<file path="config.mk">
export PLATFORM = sky130hd
export DESIGN_NAME = keypad_lock_multi
export DESIGN_NICKNAME = d
export VERILOG_FILES = /design/src/rtl/keypad_pkg.sv /design/src/rtl/cycle_timer.sv /design/src/rtl/keypad_lock_multi.sv
export SDC_FILE = /design/constraint.sdc
export NUM_CORES = 1
export LEC_CHECK = 0
export CORE_MARGIN = 1.5
export CORE_UTILIZATION = 25
export CTS_BUF_LIST = sky130_fd_sc_hd__clkbuf_8
export DETAILED_ROUTE_END_ITERATION = 7
export PLACE_DENSITY_LB_ADDON = 0.1
export SLEW_MARGIN = 15
export SYNTH_ARGS = -nofsm -noshare
export SYNTH_HDL_FRONTEND = slang
export SYNTH_SLANG_ARGS = --single-unit
</file>
<file path="constraint.sdc">
create_clock -name CLK -period 2.6 [get_ports CLK]
set_input_delay 0.52 -clock CLK [delete_from_list [all_inputs] [get_ports CLK]]
set_output_delay 0.52 -clock CLK [all_outputs]
set_load 0.1 [all_outputs]
</file>
<file path="src/rtl/keypad_pkg.sv">
// Shared types for the multi-digit keypad lock: FSM states, registered output
// vector and the state-to-output decode.
package keypad_pkg;

    typedef enum logic [2:0] {
        ST_ENTRY = 3'd0,
        ST_OPEN  = 3'd1,
        ST_RSTS  = 3'd2,
        ST_SECV  = 3'd3,
        ST_LKOUT = 3'd4,
        ST_OFF   = 3'd5
    } kp_state_t;

    typedef struct packed {
        logic lock;
        logic ulck;
        logic rsto;
        logic secv;
        logic lkout;
    } kp_out_t;

    function automatic kp_out_t kp_decode(input kp_state_t s);
        kp_out_t o;
        o = '0;
        case (s)
            ST_ENTRY: o.lock = 1'b1;
            ST_OPEN:  o.ulck = 1'b1;
            ST_RSTS:  begin o.lock = 1'b1; o.rsto  = 1'b1; end
            ST_SECV:  begin o.lock = 1'b1; o.secv  = 1'b1; end
            ST_LKOUT: begin o.lock = 1'b1; o.lkout = 1'b1; end
            default:  o = '0;
        endcase
        return o;
    endfunction

    function automatic int kp_max3(input int a, input int b, input int c);
        int m;
        m = a;
        if (b > m) m = b;
        if (c > m) m = c;
        return m;
    endfunction

endpackage

</file>
<file path="src/rtl/cycle_timer.sv">
// Saturating up-counter shared by the inter-digit timeout, the open window and
// the lockout period; expired flags the last cycle of the selected limit.
module cycle_timer #(
    parameter int W = 6
) (
    input  logic         CLK,
    input  logic         RST,
    input  logic         load,
    input  logic         en,
    input  logic [W-1:0] limit,
    output logic [W-1:0] cnt,
    output logic         expired
);

    always_ff @(posedge CLK) begin
        if (RST) begin
            cnt <= '0;
        end else if (load) begin
            cnt <= '0;
        end else if (en && (cnt != '1)) begin
            cnt <= cnt + W'(1);
        end
    end

    assign expired = en && (cnt == (limit - W'(1)));

endmodule

</file>
<file path="src/rtl/keypad_lock_multi.sv">
// N-digit passcode lock with failed-attempt lockout, inter-digit timeout,
// timed unlock window and tamper alarm; all outputs registered.
module keypad_lock_multi
    import keypad_pkg::*;
#(
    parameter int NUM_DIGITS  = 4,
    parameter int DIGIT_W     = 4,
    parameter int MAX_FAIL    = 3,
    parameter int TIMEOUT_CYC = 16,
    parameter int OPEN_CYC    = 3,
    parameter int LOCKOUT_CYC = 32
) (
    input  logic                            CLK,
    input  logic                            RST,
    input  logic                            ENBL,
    input  logic                            SECI,
    input  logic                            DIG_VLD,
    input  logic [DIGIT_W-1:0]              DIG,
    input  logic [NUM_DIGITS*DIGIT_W-1:0]   CODE,
    output logic                            LOCK,
    output logic                            ULCK,
    output logic                            RSTO,
    output logic                            SECV,
    output logic                            LKOUT,
    output logic [$clog2(NUM_DIGITS+1)-1:0] DIG_CNT
);

    localparam int CW = $clog2(NUM_DIGITS + 1);
    localparam int FW = $clog2(MAX_FAIL + 1);
    localparam int TW = $clog2(kp_max3(TIMEOUT_CYC, OPEN_CYC, LOCKOUT_CYC) + 1);

    kp_state_t         state_q, state_d;
    kp_out_t           out_q;
    logic [CW-1:0]     dig_cnt_q;
    logic              mis_q;
    logic [FW-1:0]     fail_q, fail_next;
    logic [DIGIT_W-1:0] code_dig;
    logic              dig_ok, last_dig;
    logic              accept, fail_inc, fail_clr;
    logic              tmr_load, tmr_en, tmr_exp;
    logic [TW-1:0]     tmr_limit, tmr_cnt;

    // Digit handshake: DIG is taken on any cycle DIG_VLD is high while the FSM
    // sits in ENTRY; there is no ready, strobes in any other state are dropped.
    always_comb begin
        code_dig = '0;
        for (int i = 0; i < NUM_DIGITS; i++) begin
            if (dig_cnt_q == CW'(i)) code_dig = CODE[i*DIGIT_W +: DIGIT_W];
        end
    end

    assign dig_ok    = (DIG == code_dig);
    assign last_dig  = (dig_cnt_q == CW'(NUM_DIGITS - 1));
    assign fail_next = (fail_q == FW'(MAX_FAIL)) ? fail_q : fail_q + FW'(1);

    always_comb begin
        state_d  = state_q;
        accept   = 1'b0;
        fail_inc = 1'b0;
        fail_clr = 1'b0;
        if (!ENBL) begin
            state_d = ST_OFF;
        end else if (SECI) begin
            state_d = ST_SECV;
        end else begin
            case (state_q)
                ST_ENTRY: begin
                    if (DIG_VLD) begin
                        accept = 1'b1;
                        if (last_dig) begin
                            // Verdict only on the final digit; no early hint of a wrong one.
                            if (!mis_q && dig_ok) begin
                                state_d  = ST_OPEN;
                                fail_clr = 1'b1;
                            end else begin
                                fail_inc = 1'b1;
                                state_d  = (fail_next == FW'(MAX_FAIL)) ? ST_LKOUT : ST_RSTS;
                            end
                        end
                    end else if ((dig_cnt_q != '0) && tmr_exp) begin
                        state_d = ST_RSTS;
                    end
                end
                ST_OPEN:  if (tmr_exp) state_d = ST_RSTS;
                // A lockout interrupted by tamper or power-off restarts in full.
                ST_RSTS:  state_d = (fail_q == FW'(MAX_FAIL)) ? ST_LKOUT : ST_ENTRY;
                ST_SECV:  state_d = ST_RSTS;
                ST_LKOUT: begin
                    if (tmr_exp) begin
                        state_d  = ST_RSTS;
                        fail_clr = 1'b1;
                    end
                end
                ST_OFF:   state_d = ST_RSTS;
                default:  state_d = ST_ENTRY;
            endcase
        end
    end

    always_comb begin
        case (state_q)
            ST_OPEN:  tmr_limit = TW'(OPEN_CYC);
            ST_LKOUT: tmr_limit = TW'(LOCKOUT_CYC);
            default:  tmr_limit = TW'(TIMEOUT_CYC);
        endcase
    end

    assign tmr_en   = ((state_q == ST_ENTRY) && (dig_cnt_q != '0)) ||
                      (state_q == ST_OPEN) || (state_q == ST_LKOUT);
    assign tmr_load = (state_d != state_q) || accept ||
                      ((state_q == ST_ENTRY) && (dig_cnt_q == '0));

    cycle_timer #(.W(TW)) u_timer (
        .CLK     (CLK),
        .RST     (RST),
        .load    (tmr_load),
        .en      (tmr_en),
        .limit   (tmr_limit),
        .cnt     (tmr_cnt),
        .expired (tmr_exp)
    );

    always_ff @(posedge CLK) begin
        if (RST) begin
            state_q   <= ST_ENTRY;
            out_q     <= kp_decode(ST_ENTRY);
            dig_cnt_q <= '0;
            mis_q     <= 1'b0;
            fail_q    <= '0;
        end else begin
            state_q <= state_d;
            out_q   <= kp_decode(state_d);
            if (accept && (state_d == ST_ENTRY)) begin
                dig_cnt_q <= dig_cnt_q + CW'(1);
                mis_q     <= mis_q | ~dig_ok;
            end else if ((state_d != ST_ENTRY) || (state_q != ST_ENTRY)) begin
                dig_cnt_q <= '0;
                mis_q     <= 1'b0;
            end
            if (fail_clr) begin
                fail_q <= '0;
            end else if (fail_inc) begin
                fail_q <= fail_next;
            end
        end
    end

    assign LOCK    = out_q.lock;
    assign ULCK    = out_q.ulck;
    assign RSTO    = out_q.rsto;
    assign SECV    = out_q.secv;
    assign LKOUT   = out_q.lkout;
    assign DIG_CNT = dig_cnt_q;

endmodule

</file>
; Word-level counts from Yosys, hierarchy flattened
; Cells that the tools add are included.
[op_classes]
n_eq_ne = 18
bitwise_logic = 2
n_reduce_logical = 25
mux = 42
addsub = 4
[op_table]
columns = cell, n
row1 = two-way mux 3 bit, 11
row2 = two-way mux 1 bit, 23
row3 = "== test 3 x 2 -> 1 bit, second input constant", 6
row4 = two-way mux 4 bit, 4
row5 = one-hot mux 3 bit (4 select lines), 1
row6 = one-hot mux 6 bit (2 select lines), 1
row7 = "== test 3 x 1 -> 1 bit, second input constant", 3
row8 = "== test 3 bit, second input constant", 3
row9 = logical NOT 3 bit, 3
row10 = nonzero test 3 bit, 3
row11 = OR reduction 2 bit, 4
row12 = logical AND 1 bit, 7
row13 = "adder 6 x 1 -> 6 bit, second input constant", 1
row14 = == test 6 bit, 1
row15 = "inequality test 6 bit, second input constant", 1
row16 = "subtractor 6 x 1 -> 6 bit, second input constant", 1
row17 = logical OR 1 bit, 5
row18 = "== test 2 bit, second input constant", 2
row19 = == test 4 bit, 1
row20 = OR reduction 4 bit, 1
row21 = "adder 3 x 1 -> 3 bit, second input constant", 1
row22 = inequality test 3 bit, 1
row23 = "adder 2 x 1 -> 2 bit, second input constant", 1
row24 = two-way mux 2 bit, 1
row25 = other kinds (5), 5
[word_totals]
wordCells = 101
out_inout_bits = 8
reg_bits = 20
in_bits = 25

; Depth between registers and ports, before layout
[logic_depth]
word_depth = 17
ltp_mapped = 11
ltp_nobuf = 9

; Hierarchy
; A second synthesis with hierarchy kept.
[hier_totals]
hier_cells = 202
hier_area_um2 = 1640.3
[by_module_without_submodules]
columns = module, cells_per_inst, n_inst, seq_area_each_um2, area_each_um2
row1 = keypad_lock_multi, 149, 1, 280.3, 1199.9
row2 = cycle_timer, 53, 1, 120.1, 440.4

; Worst setup path after synthesis
; OpenSTA, ideal clock, no wires.
[synth_path]
path_type = reg-to-reg
from = register dig_cnt_q[1] (netlist: DIG_CNT[1])
to = register u_timer.cnt[0]
setup_time_ns = 0.086
stages_incl_launch_ff = 11
path_slack_ns = -0.671
n_path_buf = 1
arrival_ns = 3.185
period_less_slack_ns = 3.271
path_cell_list = dfxtp_1 -> ha_1 -> ha_1 -> buf_2 -> a21boi_0 -> and3_1 -> nor4_4 -> nand4b_1 -> a221o_1 -> mux2i_4 -> a211oi_1
[synth_via]
elab_chain_len = 17
word_cells_on_any_way = 30
classes_between = 5 x eq/ne / 12 x mux / 13 x reduce/logical
[synth_lines]
columns = item, line_no
row1 = "start, declared", keypad_lock_multi.sv:34  ; logic [CW-1:0] dig_cnt_q;
row2 = "start signal, assigned", keypad_lock_multi.sv:134  ; dig_cnt_q <= dig_cnt_q + CW'(1);
row3 = logical NOT 3 bit, "keypad_lock_multi.sv:48, keypad_lock_multi.sv:111"
row4 = two-way mux 4 bit (4 in a row), keypad_lock_multi.sv:48  ; if (dig_cnt_q == CW'(i)) code_dig = CODE[i*DIGIT_W +: DIGIT_W];
row5 = == test 4 bit, keypad_lock_multi.sv:52  ; assign dig_ok = (DIG == code_dig);
row6 = logical AND 1 bit, keypad_lock_multi.sv:72  ; if (!mis_q && dig_ok) begin
row7 = two-way mux 3 bit, keypad_lock_multi.sv:72
row8 = two-way mux 3 bit, keypad_lock_multi.sv:70  ; if (last_dig) begin
row9 = two-way mux 3 bit, keypad_lock_multi.sv:68  ; if (DIG_VLD) begin
row10 = one-hot mux 3 bit (4 select lines), keypad_lock_multi.sv:66  ; case (state_q)
row11 = two-way mux 3 bit, keypad_lock_multi.sv:63  ; end else if (SECI) begin
row12 = two-way mux 3 bit, keypad_lock_multi.sv:61  ; if (!ENBL) begin
row13 = inequality test 3 bit, keypad_lock_multi.sv:110  ; assign tmr_load = (state_d != state_q) || accept ||
row14 = logical OR 1 bit (2 in a row), keypad_lock_multi.sv:110
row15 = OR reduction 2 bit (no line), --
row16 = "end signal, assigned", cycle_timer.sv:21  ; cnt <= cnt + W'(1);
row17 = "end, declared", cycle_timer.sv:11  ; output logic [W-1:0] cnt,
; Parallel ways exist; a longest one is shown, timed or not.
; A chain may end at the register's enable or synchronous reset.

; Worst setup path in the final report
[layout_path]
from = register dig_cnt_q[0] (netlist: DIG_CNT[0])
to = register u_timer.cnt[0]
; Same word-level chain as after synthesis.

==> run_results.csv <==
group,metric,value,unit
status,status,"complete, no violations",
die,row_count,28,
cells_and_area,diodes,0,
worst_setup_path,critPathRequiredTime,2.79,ns
route,vias_per_cell,4.97,
cells_and_area,fillers,602,
pwr,vdd_drop_max,236,uV
sta,rsz0062_at_grt,"true",
die,fp.coreArea,5850,sq um
sta,final.min_clock_period,2.59,ns
grt,grt_pass1_vias,1546,
grt,antenna_found_initial,0,
worst_setup_path,cp-end-kind,"flop",
pwr,intPower,0.614,mW
logic_synthesis,ys.flop_type,"dfxtp_1",
grt,gr-usage-met3,0.0295,
route,drtIter0Drc,46,
route,antenna_left,0,
pwr,p_per_area,362,nW/um^2
logic_synthesis,yosysWarnings,0,
grt,grt_max_degree,13,
logic_synthesis,synth_cells,182,
grt,grt-ovfl-total,0,
sta,tightestPinTransition,0.534,ns
worst_setup_path,cpMaxStageDelayCell,"a221o_1",
pwr,p_clk_frac,0.373,
clock_network,h-tree-depth,1,
clock_network,cts_root_buffer,"clkbuf_8",
sta,hold_violations,0,
logic_synthesis,synth_area_leaders,"dfxtp_1, xnor2_1, ha_1, nand3_1, nor2_1",
clock_network,cts_tree,"done",
clock_network,clock-sinks,20,
place,portBuffers,32,
sta,setup_violations,0,
grt,grt_pass1_wl,7100,microns
sta,max_slew_margin,0.642,
cells_and_area,nets,276,
route,drc,0,
worst_setup_path,cpPeakStageDelay,0.41,ns
route,first_pass_iters,4,
logic_synthesis,synth_area_per_cell,8.26,sq um
worst_setup_path,path_class,"flop to flop",
sta,finalClockSkew,0.00308,ns
pwr,p_seq_frac,0.376,
clock_network,cts_made_buffers,3,
clock_network,clockBufferDepth,2,
sta,fmax,386,MHz
worst_setup_path,cp.arrival,2.78,ns
sta,fin_tns_setup,0,ns
die,die_area,6490,sq um
place,place.gp.congestion,0.760,
logic_synthesis,ys_seq_elements,20,
logic_synthesis,synth_edf_count,0,
grt,grtUsageMet1,0.173,
logic_synthesis,synth_commonest_cells,"dfxtp_1, nor2_1, nand2_1, nand3_1, a21oi_1",
logic_synthesis,synthDominantAreaCellType,"dfxtp_1",
logic_synthesis,yosysTopAreaCellShare,0.266,
sta,finalCritPeriodShare,0.997,
pwr,p_leak,0.851,nW
grt,use_met2,0.249,
worst_setup_path,cp_cell_sequence,"buf_6 -> inv_4 -> ha_4 -> or3b_4 -> o2bb2ai_4 -> and4_1 -> or2_1 -> a221o_1 -> mux2i_4 -> a211oi_2",
die,start_util,0.257,
logic_synthesis,synth_seq_area_share,0.266,
cells_and_area,drive_gt1_frac,0.320,
clock_network,clkLatencyLatePin,0.26,ns
place,pre_cts_ws,-0.233,ns
clock_network,clkTransAtPathRegs,0.08,ns
pwr,power_frac_comb,0.251,
sta,setup_slack,0.00788,ns
worst_hold_path,hp-class,"flop to flop",
die,ioPinCount,33,
pwr,total_power,0.840,mW
worst_setup_path,crit_path_start_kind,"flop",
route,routed_wl,4490,microns
sta,finalMaxSlewViolations,0,
logic_synthesis,synth.distinct_cells,55,
clock_network,ctsHoldBuffers,0,
run,max_cap_violations,0,
worst_setup_path,crit_path_max_fanout,6,
die,die_y,80.5,microns
logic_synthesis,yosys.cell_count.top_type,"dfxtp_1",
logic_synthesis,syn-cell-area,1500,sq um
die,die_w,80.5,microns
grt,busiest_layer,"met2",
route,wl_per_cell,14.1,microns
logic_synthesis,syn_nets,213,
place,place_hpwl,3600,microns
route,vias,1587,
grt,groute.usage.overall,0.141,
pwr,switching_share,0.269,
logic_synthesis,async_flop_share,0,
pwr,netSwitchingPower,0.226,mW
cells_and_area,area_growth,54.4,%
## power groups by stage
stage / sequential, mW / clock (mW) / combinational, mW
after global routing: 0.316 / 0.334 / 0.226
after global placement: 0.323 / 0 / 0.198
final: 0.316 / 0.314 / 0.211
after floorplan: 0.344 / 0 / 0.0938
after CTS: 0.316 / 0.320 / 0.207
after detailed placement: 0.323 / 0 / 0.196
## cells in the final DEF (no fill, tap or decap), types with 5 or more instances in the layout
master | synthesis | layout
nor3_1 | 9 | 7
nand2_1 | 12 | 11
nor2_1 | 15 | 15
o21ai_0 | 6 | 6
xnor2_1 | 9 | 9
inv_1 | 8 | 5
clkdlybuf4s50_1 | 0 | 24
nand3_1 | 12 | 12
a21oi_1 | 11 | 10
buf_4 | 0 | 37
dfxtp_1 | 20 | 17
## registers in the layout, indices dropped and copies added (netlist names)
name and flops:
state_q 3, mis_q 1, LKOUT 1, ULCK 1, fail_q 2, DIG_CNT 3, u_timer.cnt 6, RSTO 1
LOCK 1, SECV 1
## path summary, 6_finish.rpt
kind,start,endpoint,cells past startpoint,slack [ns]
max,DIG_CNT[0],u_timer.cnt[0],10,0.008
min,mis_q,mis_q,2,0.49
max reg2reg,DIG_CNT[0],u_timer.cnt[0],10,0.008
min reg2reg,mis_q,mis_q,2,0.49
## timing repair
action	CTS	global route
cloned	0	0
setup buffers	2	2
endpoints found under the setup margin	12	16
resized for setup	16	9
pin swaps	8	4
## per-layer routing
metal / vias to the layer above / share of wire
met4: 0 / 0.012
met5: - / 0
li1: 808 / -
met1: 727 / 0.45
met2: 48 / 0.48
met3: 4 / 0.057
## layout make-up
| cell class | count | area, sq um | share of cell area |
|---|---|---|---|
| Clock buffer | 3 | 41.3 | 0.0178 |
| Clock inverter | 1 | 30.0 | 0.0129 |
| Inverter | 8 | 35.0 | 0.0151 |
| Multi-Input combinational cell | 148 | 1160 | 0.498 |
| Sequential cell | 20 | 412 | 0.177 |
| Tap cell | 75 | 93.8 | 0.0405 |
| Timing Repair Buffer | 64 | 552 | 0.238 |
## worst max-delay path: cells and delay by family (launching register included)
family | cells | cell delay, ns
multiplexers | 1 | 0.25
adder cells (fa/ha/maj) | 1 | 0.16
buffers and inverters | 2 | 0.18
flip-flops | 1 | 0.36
AO/OA/AOI/OAI | 3 | 0.77
AND/OR/NAND/NOR | 3 | 0.80
## logic make-up (layout without fill, tap and decap cells)
group                    count (synthesis)  after routing  share of synthesized area
buffers and inverters                   14             76                     0.0416
flip-flops                              20             20                      0.266
AO/OA/AOI/OAI                           43             43                      0.216
AND/OR/NAND/NOR                         86             86                      0.337
XOR/XNOR                                 9              9                     0.0525
multiplexers                             4              4                     0.0358
adder cells (fa/ha/maj)                  6              6                     0.0500
## stage by stage
stage          hold slack [ns]  utilization  std cells  cell area [sq um]
2_1_floorplan            0.443            -        182               1530
3_3_place_gp             0.461        0.359        311               2100
3_5_place_dp             0.464        0.359        311               2100
4_1_cts                  0.489        0.387        317               2260
5_1_grt                  0.501        0.396        319               2320
6_report                 0.486        0.396        319               2320
Power figures use the tool's default switching activity.
